<file path="src/rtl/short_preamble_gen_pkg.sv">
// Shared types, constants and short training symbol tables for short_preamble_gen.
package short_preamble_gen_pkg;

    localparam int unsigned SYM_LEN   = 16;
    localparam int unsigned TBL_WIDTH = 16;
    localparam int unsigned IDX_WIDTH = 4;
    localparam int unsigned SHF_WIDTH = 3;

    typedef logic signed [TBL_WIDTH-1:0] stf_val_t;

    typedef struct packed {
        stf_val_t i;
        stf_val_t q;
    } stf_sample_t;

    typedef enum logic [1:0] {
        ST_IDLE,
        ST_RUN,
        ST_TAIL,
        ST_DONE
    } stf_state_e;

    // Short training symbol, scaled by 2^13
    localparam stf_val_t STF_I [SYM_LEN] = '{
        16'sd377,  -16'sd1081, -16'sd106, 16'sd1171,
        16'sd754,  16'sd1171,  -16'sd106, -16'sd1081,
        16'sd377,  16'sd16,    -16'sd647, -16'sd106,
        16'sd0,    -16'sd106,  -16'sd647, 16'sd16
    };

    localparam stf_val_t STF_Q [SYM_LEN] = '{
        16'sd377,  16'sd16,    -16'sd647, -16'sd106,
        16'sd0,    -16'sd106,  -16'sd647, 16'sd16,
        16'sd377,  -16'sd1081, -16'sd106, 16'sd1171,
        16'sd754,  16'sd1171,  -16'sd106, -16'sd1081
    };

    // Floor scaling of one table component
    function automatic stf_val_t stf_shift(input stf_val_t v, input logic [SHF_WIDTH-1:0] s);
        return v >>> s;
    endfunction

endpackage

</file>
<file path="src/rtl/stf_rom.sv">
// Combinational lookup of one {I,Q} short training sample by symbol index.
module stf_rom
    import short_preamble_gen_pkg::*;
(
    input  logic [IDX_WIDTH-1:0] idx,
    output stf_sample_t          data
);

    assign data.i = STF_I[idx];
    assign data.q = STF_Q[idx];

endmodule

</file>
<file path="src/rtl/short_preamble_gen.sv">
// 802.11a/g short training field generator: NUM_REP symbol repeats over valid/ready.
// Define STF_WINDOW_EN for a half-amplitude first sample and one extra tail sample.
module short_preamble_gen
    import short_preamble_gen_pkg::*;
#(
    parameter int unsigned NUM_REP      = 10,
    parameter int unsigned SAMPLE_WIDTH = 16
) (
    input  logic                      clk,
    input  logic                      rstn,
    input  logic                      enable,
    input  logic                      start,
    input  logic                      abort,
    input  logic [1:0]                gain_shift,
    output logic [2*SAMPLE_WIDTH-1:0] sample_out,
    output logic                      sample_out_strobe,
    input  logic                      sample_out_ready,
    output logic                      busy,
    output logic                      done
);

    localparam int unsigned SW = SAMPLE_WIDTH;
    localparam logic [IDX_WIDTH-1:0] LAST_SYM = IDX_WIDTH'(SYM_LEN - 1);
    localparam logic [IDX_WIDTH-1:0] LAST_REP = IDX_WIDTH'(NUM_REP - 1);
`ifdef STF_WINDOW_EN
    localparam logic [SHF_WIDTH-1:0] WIN_SHIFT = SHF_WIDTH'(1);
`else
    localparam logic [SHF_WIDTH-1:0] WIN_SHIFT = SHF_WIDTH'(0);
`endif

    stf_state_e             state_q, state_d;
    logic [IDX_WIDTH-1:0]   sym_idx_q, sym_idx_d;
    logic [IDX_WIDTH-1:0]   rep_cnt_q, rep_cnt_d;
    logic [1:0]             shift_q, shift_d;
    logic [2*SW-1:0]        sample_d;
    logic                   strobe_d, busy_d, done_d;

    logic [IDX_WIDTH-1:0]   rom_idx_c;
    logic [SHF_WIDTH-1:0]   shift_amt_c;
    stf_sample_t            rom_data_c;
    logic [2*SW-1:0]        shaped_c;
    logic                   beat_c, last_c;

    assign beat_c = sample_out_strobe & sample_out_ready;
    assign last_c = (sym_idx_q == LAST_SYM) && (rep_cnt_q == LAST_REP);

    // Look up the sample to be presented after the coming edge
    always_comb begin
        rom_idx_c   = '0;
        shift_amt_c = {1'b0, shift_q};
        case (state_q)
            ST_IDLE: shift_amt_c = SHF_WIDTH'(gain_shift) + WIN_SHIFT;
            ST_RUN: begin
                rom_idx_c = sym_idx_q + IDX_WIDTH'(1);
                if (last_c) begin
                    shift_amt_c = {1'b0, shift_q} + WIN_SHIFT;
                end
            end
            default: ;
        endcase
    end

    stf_rom u_rom (
        .idx  (rom_idx_c),
        .data (rom_data_c)
    );

    assign shaped_c = {SW'(stf_shift(rom_data_c.i, shift_amt_c)),
                       SW'(stf_shift(rom_data_c.q, shift_amt_c))};

    // Next state and next registered outputs
    always_comb begin
        state_d   = state_q;
        sym_idx_d = sym_idx_q;
        rep_cnt_d = rep_cnt_q;
        shift_d   = shift_q;
        sample_d  = sample_out;
        strobe_d  = sample_out_strobe;
        busy_d    = busy;
        done_d    = done;

        case (state_q)
            ST_IDLE: begin
                if (start) begin
                    state_d   = ST_RUN;
                    sym_idx_d = '0;
                    rep_cnt_d = '0;
                    shift_d   = gain_shift;
                    sample_d  = shaped_c;
                    strobe_d  = 1'b1;
                    busy_d    = 1'b1;
                end
            end
            ST_RUN: begin
                if (beat_c) begin
                    sym_idx_d = sym_idx_q + IDX_WIDTH'(1);
                    if (sym_idx_q == LAST_SYM) begin
                        rep_cnt_d = rep_cnt_q + IDX_WIDTH'(1);
                    end
                    if (!last_c) begin
                        sample_d = shaped_c;
                    end else begin
`ifdef STF_WINDOW_EN
                        state_d  = ST_TAIL;
                        sample_d = shaped_c;
`else
                        state_d  = ST_DONE;
                        sample_d = '0;
                        strobe_d = 1'b0;
                        busy_d   = 1'b0;
                        done_d   = 1'b1;
`endif
                    end
                end
            end
`ifdef STF_WINDOW_EN
            ST_TAIL: begin
                if (beat_c) begin
                    state_d  = ST_DONE;
                    sample_d = '0;
                    strobe_d = 1'b0;
                    busy_d   = 1'b0;
                    done_d   = 1'b1;
                end
            end
`endif
            ST_DONE: begin
                state_d = ST_IDLE;
                done_d  = 1'b0;
            end
            default: state_d = ST_IDLE;
        endcase

        // Abort overrides any beat, start or done in the same cycle
        if (abort) begin
            state_d  = ST_IDLE;
            sample_d = '0;
            strobe_d = 1'b0;
            busy_d   = 1'b0;
            done_d   = 1'b0;
        end
    end

    always_ff @(posedge clk or negedge rstn) begin
        if (!rstn) begin
            state_q           <= ST_IDLE;
            sym_idx_q         <= '0;
            rep_cnt_q         <= '0;
            shift_q           <= '0;
            sample_out        <= '0;
            sample_out_strobe <= 1'b0;
            busy              <= 1'b0;
            done              <= 1'b0;
        end else if (enable) begin
            state_q           <= state_d;
            sym_idx_q         <= sym_idx_d;
            rep_cnt_q         <= rep_cnt_d;
            shift_q           <= shift_d;
            sample_out        <= sample_d;
            sample_out_strobe <= strobe_d;
            busy              <= busy_d;
            done              <= done_d;
        end
    end

endmodule

</file>
<file path="config.mk">
export PLATFORM = sky130hd
export DESIGN_NAME = short_preamble_gen
export DESIGN_NICKNAME = d
export VERILOG_FILES = /design/src/rtl/short_preamble_gen_pkg.sv /design/src/rtl/stf_rom.sv /design/src/rtl/short_preamble_gen.sv
export SDC_FILE = /design/constraint.sdc
export NUM_CORES = 1
export LEC_CHECK = 0
export ABC_CLOCK_PERIOD_IN_PS = 3200
export CAP_MARGIN = 20
export CORE_ASPECT_RATIO = 1.2
export CORE_MARGIN = 5
export CORE_UTILIZATION = 40
export DETAILED_ROUTE_END_ITERATION = 8
export SYNTH_ARGS = -nofsm -noshare
export SYNTH_HDL_FRONTEND = slang
export SYNTH_HIERARCHICAL = 1
export SYNTH_SLANG_ARGS = --single-unit
export TNS_END_PERCENT = 5
</file>
<file path="constraint.sdc">
create_clock -name clk -period 3.2 [get_ports clk]
set_input_delay 0.64 -clock clk [delete_from_list [all_inputs] [get_ports clk]]
set_output_delay 0.64 -clock clk [all_outputs]
set_load 0.1 [all_outputs]
</file>
==> metrics.md <==
| Metric | Value |
|---|---|
| Status | completed |
| Mean Syn Cell Area | 9.21 um^2 |
| P per Cell Area | 769 nW/um^2 |
| Synth cell types | 46 |
| Total negative slack | 0 ps |
| Seq/Total Area, Yosys | 36.0% |
| Site Rows | 35 |
| Largest net degree at the start of global routing | 47 |
| Number of global-route vias before repair | 2778 |
| RSZ-0062 raised after global routing | false |
| H-tree depth | 2 |
| Port bufs | 42 |
| EDFF count, synth | 0 |
| Gr ovfl total | 0 |
| CTS root buf | clkbuf_8 |
| Setup crit start kind | register |
| Clock-pin slew on the worst setup and hold paths | 90 ps |
| Die ar. | 9880 um^2 |
| Via Count | 2778 |
| DR iter-0 viols | 102 |
| Initial core utilization | 41.2% |
| Hold buffers post-CTS | 0 |
| Nets | 391 |
| Total power draw | 2.78 mW |
| Post-layout min period | 2830 ps |
| Die Ht | 108 um |
| Maximum vdd ir drop | 267 uV |
| Inserted Diodes | 0 |
| Number of CTS-inserted buffers | 5 |
| DP HPWL | 5440 um |
| Post-synthesis register bit count | 46 |
| Post-CTS setup buffers | 0 |
| Post-DRT Antenna Nets | 0 |
| IO Count | 43 |
| Synth Instances | 347 |
| GRT Total Usage | 16.3% |
| Relative slew margins | 35.9% |
| Hold Path Class | in2async |
| Hold Fails Final Rpt | 0 |
| Worst EP arrival | 3030 ps |
| Worst-Margin Slew | 952 ps |
| First drt pass iteration count | 4 |
| Layout cells sized above 1 | 22.5% |
| Clk buf depth | 2 |
| Routed WL | 7620 um |
| Fmax | 0.354 GHz |
| Main synth FF type | dfrtp_1 |
| Crit. End Element | register |
| Initial antenna violation count | 0 |
| RePlAce Congestion | 0.984 |
| Post-CTS sizing | 0 |
| Max-slew violation count | 0 |
| Endpoints failing setup | 0 |
| Worst Clk Skew | 7.17 ps |
| Die Span X | 91.6 um |
| Yosys warns | 6 |
| Routed WL per cell | 16.4 um |
| Layout Area Growth over Synthesis | 13.1% |
| First-pass GRT wire length | 13200 um |
| CTS sink cnt | 46 |
| Ys async rst share | 100% |
| Syn nets | 366 |
| Most common cell after layout, fill and taps aside | nand3_1 |
| CTS tree | built |
| Max-cap violations | 0 |
| Leakage | 1.64 nW |
| Fillers | 778 |
| Core Footprint | 7750 um^2 |
| # DRC | 0 |
| Worst path required time | 3400 ps |
| Vias per inst | 5.97 |
| Max Fanout on Critical Path | 11 |
| Worst-Skew Late Latency | 300 ps |
| Commonest non-fill, non-tap cells in the layout | nand3_1, buf_4, dfrtp_1 |
| Critical path class | reg2reg |
| Area of the mapped netlist | 3200 um^2 |
| Crit share post-route | 88.4% |
==> area by class of cell <==
type / instances / area, um^2 / share of cell area [%]
multi-input cells: 256 / 1770 / 49.0
flip-flops and latches: 46 / 1150 / 31.8
repair buffers: 56 / 445 / 12.3
well taps: 92 / 115 / 3.18
clock buffers: 7 / 96.3 / 2.67
inverters: 7 / 26.3 / 0.727
clock inverters: 1 / 8.76 / 0.242
==> cell usage after synthesis (2+ instances only) <==
cell type  instances  area, um^2
buf_6              5        56.3
o21ai_0           39         195
a32o_1            26         260
mux4_2             4        90.1
or3_1              2        12.5
nor2_2             2        12.5
o21ai_1            3        15.0
a22o_1             6        52.6
nor2_1             9        33.8
mux2_2             7        78.8
o31ai_1            2        15.0
o2bb2ai_1          2        17.5
ha_1              11         138
and3_1             3        18.8
nand3_2            2        20.0
nand3_1           75         375
clkbuf_1           7        26.3
xor2_1             2        17.5
buf_2             11        55.1
o21a_1             2        15.0
dfrtp_1           46        1150
mux2i_1            5        50.1
a21oi_1           11        55.1
a31oi_1            4        25.0
nand2_1           18        67.6
nor2b_1            2        12.5
inv_1              6        22.5
nand2b_1           3        18.8
buf_4             15         113
==> routing by layer <==
layer | routed length, um | up-vias | GRT usage [%]
li1 | - | 1344 | -
met1 | 3280 | 1370 | 19.6
met2 | 3890 | 58 | 29.0
met3 | 310 | 6 | 3.15
met4 | 133 | 0 | 5.39
met5 | 0 | - | 0
==> worst paths after layout <==
check / startpoint / end / slack [ps] / cells after the start
max: state_q[0] / sample_out[1] / 370 / 9
min: rstn / sample_out[9] / 310 / 1
max reg2reg: state_q[0] / sample_out[1] / 370 / 9
min reg2reg: sample_out[26] / sample_out[26] / 500 / 1
max in group asynchronous: rstn / rep_cnt_q[2] / 2360 / 2
min in group clk: sample_out[26] / sample_out[26] / 500 / 1
==> cell families after synthesis <==
group | share of synthesized area (%)
adders and majority gates | 4.31
buffers and inverters | 8.65
AOI/OAI and AO/OA | 22.7
DFF | 36.0
muxes | 7.32
and+or+nand+nor | 20.1
xor gates and xnor gates | 0.822
==> worst max-delay path, stage by stage (launching register included) <==
cell     delay (ps)
dfrtp_1         570
nor2b_1         290
and2_1          180
inv_1           120
ha_1            320
buf_4           150
mux2i_1         240
a21oi_1         160
mux4_2          470
a22o_1          210
==> sequential cells by signal (all words and copies together) (netlist names) <==
signal and flops:
shift_q 2, sample_out 32, sym_idx_q 4, rep_cnt_q 4
done 1, busy 1, state_q 2
==> report_power, final <==
part / switching [mW] / internal, mW
clock network: 0.209 / 0.198
logic: 1.13 / 0.495
registers: 0.0723 / 0.674
total: 1.41 / 1.37
==> through the flow <==
| step | instance area [um^2] | setup WS (ps) | hold slack (ps) | std cells | util [%] |
|---|---|---|---|---|---|
| after floorplan | 3200 | 609 | 344 | 347 | - |
| after global placement | 3490 | 413 | 480 | 456 | 45.0 |
| after detailed placement | 3490 | 400 | 482 | 456 | 45.0 |
| after CTS | 3590 | 373 | 503 | 464 | 46.4 |
| after global routing | 3610 | 85.5 | 349 | 465 | 46.6 |
| final | 3610 | 372 | 309 | 465 | 46.6 |
(Power assumes the default switching activity.)
